**src/rtl/piso_serializer.sv**
```systemverilog
// Parallel-in serial-out serializer with a one-word holding buffer so that
// back-to-back words stream out with no idle cycle between them.
module piso_serializer #(
  parameter int WIDTH     = 4,
  parameter bit MSB_FIRST = 1'b1
) (
  input  logic             clk,
  input  logic             rst_n,
  input  logic [WIDTH-1:0] din,
  input  logic             load_valid,
  output logic             load_ready,
  output logic             q,
  output logic             q_valid,
  output logic             q_last
);

  localparam int CW = (WIDTH > 1) ? $clog2(WIDTH) : 1;
  localparam logic [CW-1:0] LAST_IDX = CW'(WIDTH - 1);

  localparam logic [0:0] IDLE  = 1'b0;
  localparam logic [0:0] SHIFT = 1'b1;

  logic [0:0]       state, state_n;
  logic [WIDTH-1:0] shreg, shreg_n;
  logic [CW-1:0]    cnt, cnt_n;
  logic [WIDTH-1:0] hold, hold_n;
  logic             hold_full, hold_full_n;
  logic             accept;
  logic             last_bit;
  logic [WIDTH-1:0] shifted;
  logic             out_bit_n;

  assign load_ready = !hold_full;
  assign accept     = load_valid && load_ready;
  assign last_bit   = (state == SHIFT) && (cnt == LAST_IDX);
  assign shifted    = MSB_FIRST ? {shreg[WIDTH-2:0], 1'b0} : {1'b0, shreg[WIDTH-1:1]};

  always_comb begin
    state_n     = state;
    shreg_n     = shreg;
    cnt_n       = cnt;
    hold_n      = hold;
    hold_full_n = hold_full;
    if (state == IDLE) begin
      if (accept) begin
        shreg_n = din;
        cnt_n   = '0;
        state_n = SHIFT;
      end
    end else if (last_bit) begin
      // A buffered word has priority; load_ready is low then, so no accept can collide.
      if (hold_full) begin
        shreg_n     = hold;
        cnt_n       = '0;
        hold_full_n = 1'b0;
      end else if (accept) begin
        shreg_n = din;
        cnt_n   = '0;
      end else begin
        shreg_n = '0;
        cnt_n   = '0;
        state_n = IDLE;
      end
    end else begin
      shreg_n = shifted;
      cnt_n   = cnt + 1'b1;
      if (accept) begin
        hold_n      = din;
        hold_full_n = 1'b1;
      end
    end
  end

  assign out_bit_n = MSB_FIRST ? shreg_n[WIDTH-1] : shreg_n[0];

  // Outputs are registered from the next-state values so nothing combinational reaches the pins.
  always_ff @(posedge clk or negedge rst_n) begin
    if (!rst_n) begin
      state     <= IDLE;
      shreg     <= '0;
      cnt       <= '0;
      hold      <= '0;
      hold_full <= 1'b0;
      q         <= 1'b0;
      q_valid   <= 1'b0;
      q_last    <= 1'b0;
    end else begin
      state     <= state_n;
      shreg     <= shreg_n;
      cnt       <= cnt_n;
      hold      <= hold_n;
      hold_full <= hold_full_n;
      q         <= (state_n == SHIFT) && out_bit_n;
      q_valid   <= (state_n == SHIFT);
      q_last    <= (state_n == SHIFT) && (cnt_n == LAST_IDX);
    end
  end

endmodule

```
**config.mk**
```make
export PLATFORM = sky130hd
export DESIGN_NAME = piso_serializer
export DESIGN_NICKNAME = d
export VERILOG_FILES = /design/src/rtl/piso_serializer.sv
export SDC_FILE = /design/constraint.sdc
export NUM_CORES = 1
export LEC_CHECK = 0
export ABC_AREA = 1
export CORE_MARGIN = 3
export CORE_UTILIZATION = 44
export CTS_BUF_LIST = sky130_fd_sc_hd__clkbuf_8
export DETAILED_ROUTE_END_ITERATION = 6
export PLACE_DENSITY_LB_ADDON = 0.1
export SETUP_SLACK_MARGIN = 0.05
export SLEW_MARGIN = 20
export SYNTH_ARGS = -nofsm -noshare
export SYNTH_HDL_FRONTEND = slang
export SYNTH_SLANG_ARGS = --single-unit
```
**constraint.sdc**
```tcl
create_clock -name clk -period 1.04 [get_ports clk]
set_input_delay 0.156 -clock clk [delete_from_list [all_inputs] [get_ports clk]]
set_output_delay 0.156 -clock clk [all_outputs]
set_load 0.05 [all_outputs]
```
==> results of run 1 <==
[cells in the mapped netlist (all sizes together)]
cell	number
nand2	32
dfrtp	14
inv	12
o21ai	8
nand3	6
nor2	4
a21oi	2
nor3	2
ha	1
[cell families after synthesis]
family,share of synthesized area (%)
buffers and inverters,6.95
AO/OA/AOI/OAI,7.31
adder cells (fa/ha/maj),1.83
AND/OR/NAND/NOR,32.7
flip-flops,51.2
[how the worst max path moves through the flow]
stage                           from          to  slack [ns]  cells after the start
after global routing          cnt[1]     hold[0]       -0.14                      5
after CTS                  hold_full  load_ready       -0.09                      3
after global placement    load_valid      q_last       -0.14                      8
final                         cnt[1]     hold[2]       -0.11                      5
after detailed placement  load_valid      q_last       -0.17                      8
after floorplan            hold_full      q_last       -0.07                      8
[per-layer routing]
metal / up-vias / global-route usage (%)
met5: - / 0
met4: 0 / 8.19
met3: 4 / 4.74
met2: 16 / 29.2
met1: 265 / 20.2
li1: 307 / -
[worst reg2reg max path, delay by kind of cell, from the launching register on]
family / cells / cell delay (ns)
simple gates: 3 / 0.35
flops: 1 / 0.42
compound gates: 1 / 0.06
fa+ha+maj: 1 / 0.20
[final cells by class]
cell class                      count  area, um2  share of cell area [%]
Clock buffer                        3       41.3                    3.92
Clock inverter                      1       3.75                   0.357
Inverter                           12       55.1                    5.23
Multi-Input combinational cell     55        334                    31.7
Sequential cell                    14        354                    33.7
Tap cell                           15       18.8                    1.78
Timing Repair Buffer               23        245                    23.3
[report_power, final]
part | switching [mW] | leakage [nW] | internal, mW | total (mW)
logic | 0.961 | 0.359 | 0.841 | 1.80
registers | 0.191 | 0.173 | 0.784 | 0.975
clock network | 0.182 | 0.0269 | 0.260 | 0.442
total | 1.33 | 0.559 | 1.89 | 3.22
[flip-flops by register name (all words and copies together) (netlist names)]
signal	cells
hold	4
hold_full	1
cnt	2
shreg	4
state	1
q	1
q_last	1
[what timing repair did]
item	4_1_cts	5_1_grt
pin swaps	7	6
gates resized for setup	11	6
buffers inserted	2	0
setup endpoints to repair	15	16
[through the flow]
step	setup slack, ns	hold slack (ns)	TNS [ns]	total power, mW
2_1_floorplan	-0.0747	-0.140	-0.402	1.86
3_3_place_gp	-0.144	0.458	-1.45	2.47
3_5_place_dp	-0.172	0.471	-1.73	2.52
4_1_cts	-0.0868	0.226	-0.648	3.14
5_1_grt	-0.138	0.240	-1.68	3.44
6_report	-0.106	0.217	-1.03	3.22
==> results.tsv, run 1 <==
stage	metric	value	unit
finish	ANT cells	0	
die	io pins	11	
power_and_ir_drop	pwr dens	3060	mW/mm2
global_route	pin count of the biggest net entering global routing	15	
detailed_routing	Avg Vias per Cell	4.81	
power_and_ir_drop	Pleak	0.559	nW
sta	final worst slack	-0.106	ns
placed_design	port bufs	10	
clocking	CTS HTree Levels	1	
sta	crit path time final	1.15	ns
sta	unrepaired setup endpoints after global routing	yes	
outcome	failing checks	negative setup slack	
worst_setup_path	Critical Path AT	1.27	ns
finish	fillers	96	
worst_setup_path	critical path launch point type	flop	
placed_design	Placed Cells	117	
min_path	worst hold-check path type	in -> async	
yosys	synth warn	0	
worst_setup_path	Worst path top cell family by delay	flip-flops	
finish	share of cells above drive strength 1	38.9	%
yosys	Synth area leaders	dfrtp_1 51%, nand2_1 15%, inv_1 4.9%, nand3_1 3.7%, o21ai_0 3.7%	
finish	nets@finish	117	
worst_setup_path	type of the worst setup path	reg -> reg	
die	die width	45.4	um
detailed_routing	1st-iter DRT viols	8	
worst_setup_path	CP Max Fanout	8	
detailed_routing	Via Count	592	
placed_design	GPL Wtd Cong	0.844	
die	core area	0.00138	mm2
sta	final hold violations	0	
global_route	vias in the first global route	608	
yosys	Synth Cell Area	684	um2
yosys	leading area contributor after synthesis	dfrtp_1	
yosys	Cell variety after synth	17	
sta	Layout Skew	0.00959	ns
finish	Design Area, Final	0.00105	mm2
power_and_ir_drop	VDD IR max	1.48	mV
yosys	sequential share of the synthesized area	51.2	%
worst_setup_path	slowest CP cell	dfrtp_1	
clocking	CTS root buffer	clkbuf_8	
detailed_routing	drt wl/cell	12.3	um
global_route	total gr overflow	0	
sta	endpoints failing setup	15	
clocking	# clock sinks	14	
worst_setup_path	required time worst endpoint	1.16	ns
detailed_routing	Routed WL	1520	um
worst_setup_path	FF-to-FF setup slack	-0.11	ns
sta	Final Max Slew Viols	0	
global_route	Overall Global Routing Usage	17.4	%
detailed_routing	DRT Pass-1 Iters	4	
die	Starting Density	49.5	%
yosys	register bit total from synthesis	14	
finish	utilization of the core after routing	76.1	%
worst_setup_path	WP buf/inv	0	
worst_setup_path	worst-path cell chain	ha_4, nor2_8, nand2_4, nand2_1, o21ai_1	
run	total of max-cap violations	0	
sta	Slew HR	83.5	%
detailed_routing	Metal-1 WL	646	um
worst_setup_path	CP Capture Type	flop	
clocking	Clock Path Buffers	2	
detailed_routing	Antenna Nets Post-Route	0	
yosys	syn avg cell area	8.45	um2
clocking	Num CTS Buffers	3	
clocking	Skew-Pair Late Insertion Delay	0.24	ns
worst_setup_path	crit-path max cell delay	0.42	ns
global_route	initial antenna violation count	0	
finish	commonest non-fill, non-tap cells in the layout	22 x nand2_1, 13 x dfrtp_1, 11 x buf_4, 9 x inv_1, 7 x nand2_2	
die	Vert. Die Dim	45.4	um
sta	Final Cycle Share	110	%
die	die area	0.00206	mm2
detailed_routing	met3 WL	88	um
sta	Worst-Margin Slew	0.246	ns
clocking	Clock transition at path regs	0.06	ns
yosys	area share of the largest cell type after synthesis	51.2	%
die	Core Rows	13	
worst_setup_path	worst r2r src	cnt[1]	
worst_setup_path	R2R Path End	hold[2]	
global_route	first-pass GRT wire length	2520	um
finish	Finished Layout Cells	123	
placed_design	dpl cell area	937	um2
sta	Max Clock Freq	872	MHz
outcome	status	finished with violations	
finish	Layout area overhead	53.7	%
detailed_routing	DRC	0	
yosys	Post-Syn Instances	81	
detailed_routing	uppermost layer routed	met4	
placed_design	dpl hpwl	1060	um
clocking	CTS tree	yes	
finish	commonest non-fill, non-tap cell in the layout	nand2_1	
yosys	syn nets	89	
worst_setup_path	R2R depth	5	
detailed_routing	WL met2	757	um
clocking	cts hold-fix bufs	0	
No activity file was read; power rests on OpenSTA's default activity.
==> inputs of run 2 (changes only) <==
- ABC_AREA: 1 -> not set
- PLACE_DENSITY_LB_ADDON: 0.1 -> 0.12
==> results.tsv, run 2 <==
stage	metric	value	unit
outcome	status	finished with violations	
outcome	failing checks	negative setup slack	
detailed_routing	Via Count	527	
clocking	Num CTS Buffers	3	
sta	Worst-Margin Slew	0.229	ns
sta	Final Max Slew Viols	0	
sta	unrepaired setup endpoints after global routing	yes	
placed_design	port bufs	10	
detailed_routing	Routed WL	1480	um
yosys	dominant synthesized flop cell	dfrtp_1	
worst_setup_path	Worst path top cell family by delay	flip-flops	
detailed_routing	1st-iter DRT viols	3	
worst_setup_path	slowest CP cell	dfrtp_1	
worst_setup_path	WP buf/inv	0	
finish	commonest non-fill, non-tap cells in the layout	13 x dfrtp_1, 10 x buf_4, 7 x nand2_1, 6 x clkdlybuf4s50_1	
die	core area	0.00140	mm2
finish	share of cells above drive strength 1	45.2	%
finish	Layout area overhead	49.3	%
yosys	Synth area leaders	dfrtp_1 50%, mux2_4 8.5%, mux2i_1 4.3%, nand2_1 3.7%, a21oi_1 2.8%	
detailed_routing	Avg Vias per Cell	5.32	
sta	Layout Skew	0.00377	ns
detailed_routing	Antenna Nets Post-Route	0	
worst_setup_path	type of the worst setup path	reg -> reg	
sta	Slew HR	84.7	%
clocking	post-CTS setup buffer count	0	
clocking	cts hold-fix bufs	0	
detailed_routing	DRC	0	
worst_setup_path	Critical Path AT	1.43	ns
sta	final worst slack	-0.269	ns
yosys	top post-synthesis cells by count	14 x dfrtp_1, 7 x nand2_1, 4 x a21oi_1, 4 x mux2_4	
clocking	Skew-Pair Late Insertion Delay	0.24	ns
worst_setup_path	worst-path cell chain	ha_4, nand2b_4, nor2_8, mux2_4	
worst_setup_path	crit path launch	cnt[1]	
worst_setup_path	critical path launch point type	flop	
worst_setup_path	CP Capture Type	flop	
yosys	sequential share of the synthesized area	49.6	%
placed_design	dpl hpwl	1160	um
worst_setup_path	required time worst endpoint	1.16	ns
worst_setup_path	crit-path max cell delay	0.41	ns
global_route	pin count of the biggest net entering global routing	15	
yosys	area share of the largest cell type after synthesis	49.6	%
die	io pins	11	
finish	Finished Layout Cells	99	
die	Starting Density	50.4	%
yosys	syn nets	68	
detailed_routing	DRT Pass-1 Iters	3	
sta	Max Clock Freq	764	MHz
yosys	synth warn	0	
yosys	Cell variety after synth	25	
worst_setup_path	worst r2r src	cnt[1]	
yosys	Post-Syn Instances	60	
sta	endpoints failing setup	14	
run	total of max-cap violations	0	
die	Vert. Die Dim	46.0	um
global_route	Overall Global Routing Usage	17.8	%
finish	ANT cells	0	
finish	top flop regs	hold: 4 flops, shreg: 4 flops, cnt: 2 flops	
yosys	most frequent cell after synthesis	dfrtp_1	
clocking	CTS root buffer	clkbuf_8	
sta	final hold violations	0	
yosys	EDFF count, synth	0	
placed_design	Placed Cells	95	
clocking	# clock sinks	14	
yosys	Async SR Flop Fraction	100	%
clocking	Clock Path Buffers	2	
power_and_ir_drop	pwr dens	3310	mW/mm2
die	die area	0.00212	mm2
power_and_ir_drop	power consumption	3.49	mW
clocking	Clock transition at path regs	0.06	ns
clocking	CTS tree	yes	
global_route	total gr overflow	0	
placed_design	GPL Wtd Cong	0.760	
clocking	CTS HTree Levels	1	
die	die width	46.0	um
yosys	syn avg cell area	11.8	um2
worst_setup_path	CP Max Fanout	4	
yosys	register bit total from synthesis	14	
global_route	first-pass GRT wire length	2580	um
global_route	initial antenna violation count	0	
die	Core Rows	13	
min_path	worst hold-check path type	in -> async	
power_and_ir_drop	Pleak	0.501	nW
yosys	Synth Cell Area	706	um2
finish	nets@finish	93	
yosys	leading area contributor after synthesis	dfrtp_1	
power_and_ir_drop	VDD IR max	1.99	mV
global_route	vias in the first global route	537	
sta	crit path time final	1.31	ns
detailed_routing	drt wl/cell	15.0	um
sta	Final Cycle Share	126	%
sta	worst hold slack	0.217	ns
finish	commonest non-fill, non-tap cell in the layout	dfrtp_1	
run 2: path summary, 6_finish.rpt:
kind                             to  slack (ns)  depth (start not counted)
min reg2reg                 hold[3]        0.53                          1
min in group clk            hold[3]        0.53                          1
max                         hold[2]       -0.27                          4
min                        shreg[3]        0.22                          2
max in group asynchronous     state        0.63                          2
max reg2reg                 hold[2]       -0.27                          4
run 2: routing by layer:
layer | global-route usage (%) | up-vias | part of all wire [%]
li1 | - | 262 | -
met1 | 24.4 | 253 | 48
met2 | 26.9 | 10 | 47
met3 | 3.95 | 2 | 3.9
met4 | 6.82 | 0 | 0.74
met5 | 0 | - | 0
run 2: layout make-up:
type / instances / area, um2
Clock buffer: 4 / 55.1
Sequential cell: 14 / 354
Multi-Input combinational cell: 41 / 367
Tap cell: 15 / 18.8
Fill cell: 97 / 345
Inverter: 2 / 10.0
Timing Repair Buffer: 23 / 249
run 2: per-stage QoR:
stage / util [%] / area (um2) / TNS [ns] / setup slack [ns]
CTS: 74.3 / 1040 / -2.34 / -0.274
detailed placement: 67.8 / 948 / -3.64 / -0.359
global route: 75.3 / 1050 / -3.20 / -0.332
global placement: 67.8 / 948 / -3.27 / -0.328
floorplan: - / 728 / -2.24 / -0.371
finish: 75.3 / 1050 / -2.30 / -0.269
run 2: worst register-to-register path, stage by stage (launching register included):
cell and delay [ns]:
dfrtp_1 0.41, ha_4 0.18, nand2b_4 0.16, nor2_8 0.13, mux2_4 0.31
run 2: repair_timing:
item / CTS / global route
pin swaps: 5 / 1
setup endpoints to repair: 16 / 17
gates resized for setup: 9 / 3
run 2: power breakdown:
part           internal, mW  total [mW]  switching (mW)  leakage, nW
Sequential            0.816        1.04           0.221        0.169
Clock                 0.335       0.518           0.184       0.0288
Combinational          1.06        1.94           0.873        0.303
run 2: logic make-up after synthesis:
kind of cell / count (synthesis) / synth area share [%]
fa+ha+maj: 1 / 1.77
simple gates: 18 / 15.4
flops: 14 / 49.6
mux: 7 / 12.8
compound gates: 15 / 15.1
buf+inv: 5 / 5.32
==> inputs of run 3 (changes only) <==
--- a/constraint.sdc
+++ b/constraint.sdc
@@ -3,2 +3,2 @@
 set_output_delay 0.156 -clock clk [all_outputs]
-set_load 0.05 [all_outputs]
+set_load 0.1 [all_outputs]
==> results.tsv, run 3 (synthesis gave the netlist of run 2 again) <==
stage	metric	value	unit
min_path	worst hold-check path type	in -> async	
sta	crit path time final	1.32	ns
die	io pins	11	
placed_design	GPL Wtd Cong	0.741	
power_and_ir_drop	Net Sw Power	1.62	mW
finish	Finished Layout Cells	102	
sta	Final Max Slew Viols	0	
sta	Max Clock Freq	757	MHz
sta	worst hold slack	0.223	ns
die	Core Rows	13	
finish	nets@finish	96	
finish	top flop regs	hold: 4 flops, shreg: 4 flops, cnt: 2 flops	
worst_setup_path	type of the worst setup path	reg -> reg	
die	Vert. Die Dim	46.0	um
power_and_ir_drop	VDD IR max	2.41	mV
finish	ANT cells	0	
power_and_ir_drop	pwr dens	3570	mW/mm2
global_route	total gr overflow	0	
sta	endpoints failing setup	14	
sta	unrepaired setup endpoints after global routing	yes	
clocking	Num CTS Buffers	3	
worst_setup_path	R2R Path End	hold[0]	
finish	Design Area, Final	0.00111	mm2
clocking	Clock transition at path regs	0.06	ns
finish	utilization of the core after routing	79.2	%
global_route	Overall Global Routing Usage	20.7	%
run	total of max-cap violations	0	
detailed_routing	DRC	0	
sta	final worst slack	-0.280	ns
finish	Layout area overhead	57.1	%
power_and_ir_drop	sequential share of power	26.9	%
detailed_routing	1st-iter DRT viols	5	
worst_setup_path	CP Max Fanout	4	
clocking	# clock sinks	14	
sta	Final Cycle Share	127	%
worst_setup_path	Critical Path AT	1.45	ns
worst_setup_path	R2R depth	4	
power_and_ir_drop	internal power	2.34	mW
sta	final hold violations	0	
worst_setup_path	CP Capture Type	flop	
detailed_routing	DRT Pass-1 Iters	4	
detailed_routing	drt wl/cell	17.0	um
global_route	vias in the first global route	635	
global_route	pin count of the biggest net entering global routing	15	
outcome	failing checks	negative setup slack	
sta	Worst-Margin Slew	0.261	ns
die	die area	0.00212	mm2
placed_design	dpl cell area	941	um2
power_and_ir_drop	power consumption	3.95	mW
placed_design	port bufs	10	
detailed_routing	Via Count	571	
die	core area	0.00140	mm2
clocking	CTS tree	yes	
clocking	CTS root buffer	clkbuf_8	
sta	Slew HR	82.6	%
detailed_routing	Routed WL	1730	um
clocking	Clock Path Buffers	2	
sta	Layout Skew	0.00373	ns
worst_setup_path	crit path launch	cnt[1]	
power_and_ir_drop	switch share	40.9	%
power_and_ir_drop	Pleak	0.515	nW
outcome	status	finished with violations	
clocking	Skew-Pair Late Insertion Delay	0.24	ns
finish	share of cells above drive strength 1	55.2	%
power_and_ir_drop	Clk pwr share	13.3	%
detailed_routing	Avg Vias per Cell	5.60	
global_route	initial antenna violation count	0	
die	Starting Density	50.4	%
die	die width	46.0	um
placed_design	Placed Cells	93	
worst_setup_path	FF-to-FF setup slack	-0.28	ns
worst_setup_path	worst r2r src	cnt[1]	
global_route	first-pass GRT wire length	3010	um
worst_setup_path	critical path launch point type	flop	
power_and_ir_drop	Logic pwr share	59.8	%
clocking	CTS HTree Levels	1	
worst_setup_path	required time worst endpoint	1.17	ns
placed_design	dpl hpwl	1130	um
clocking	cts hold-fix bufs	0	
detailed_routing	Antenna Nets Post-Route	0	
finish	commonest non-fill, non-tap cells in the layout	10 x dfrtp_1, 10 x buf_4, 6 x clkdlybuf4s50_1, 6 x buf_6, 5 x nand2_1	
run 3: cell count changes in the layout (fill, tap and decap cells not counted), sizes merged:
cell      delta
clkinvlp     +1
buf          +3
inv          -1
run 3: power groups by stage:
| stage | logic (mW) | registers [mW] | clock network [mW] |
|---|---|---|---|
| 6_report | 2.36 | 1.06 | 0.527 |
| 5_1_grt | 2.51 | 1.10 | 0.563 |
| 4_1_cts | 2.30 | 1.06 | 0.538 |
| 3_5_place_dp | 1.98 | 1.03 | 0 |
| 3_3_place_gp | 1.94 | 1.01 | 0 |
| 2_1_floorplan | 1.05 | 1.30 | 0 |
run 3: layout make-up:
| cell class | count | area [um2] |
|---|---|---|
| multi-input cells | 41 | 383 |
| flip-flops and latches | 14 | 358 |
| fillers | 85 | 290 |
| repair buffers | 26 | 283 |
| clock buffers | 4 | 55.1 |
| well taps | 15 | 18.8 |
| inverters | 2 | 11.3 |
run 3: worst max-delay path by stage:
stage | to | slack (ns) | cells after the start
after floorplan | hold[0] | -0.38 | 5
after global placement | hold[3] | -0.32 | 4
after detailed placement | hold[0] | -0.36 | 4
after CTS | hold[0] | -0.28 | 4
after global routing | hold[0] | -0.31 | 4
final | hold[0] | -0.28 | 4
run 3: repair_timing:
item,CTS,global route
buffers inserted,4,1
pin swaps,9,2
setup endpoints to repair,16,18
gates resized for setup,17,1
run 3: per-layer routing:
layer	global-route usage (%)	part of all wire, %
met5	0	0
met4	10.2	0.64
met3	3.56	3.9
met2	31.3	46
met1	28.1	49
run 3: through the flow:
stage / setup WS (ns) / TNS, ns
2_1_floorplan: -0.377 / -2.60
3_3_place_gp: -0.320 / -3.24
3_5_place_dp: -0.355 / -3.55
4_1_cts: -0.280 / -2.42
5_1_grt: -0.312 / -3.09
6_report: -0.280 / -2.51
run 3: worst max-delay path: stages (launching register included):
cell and delay (ns):
dfrtp_1 0.41, ha_4 0.19, nand2b_4 0.16, nor2_8 0.13
mux2_4 0.31
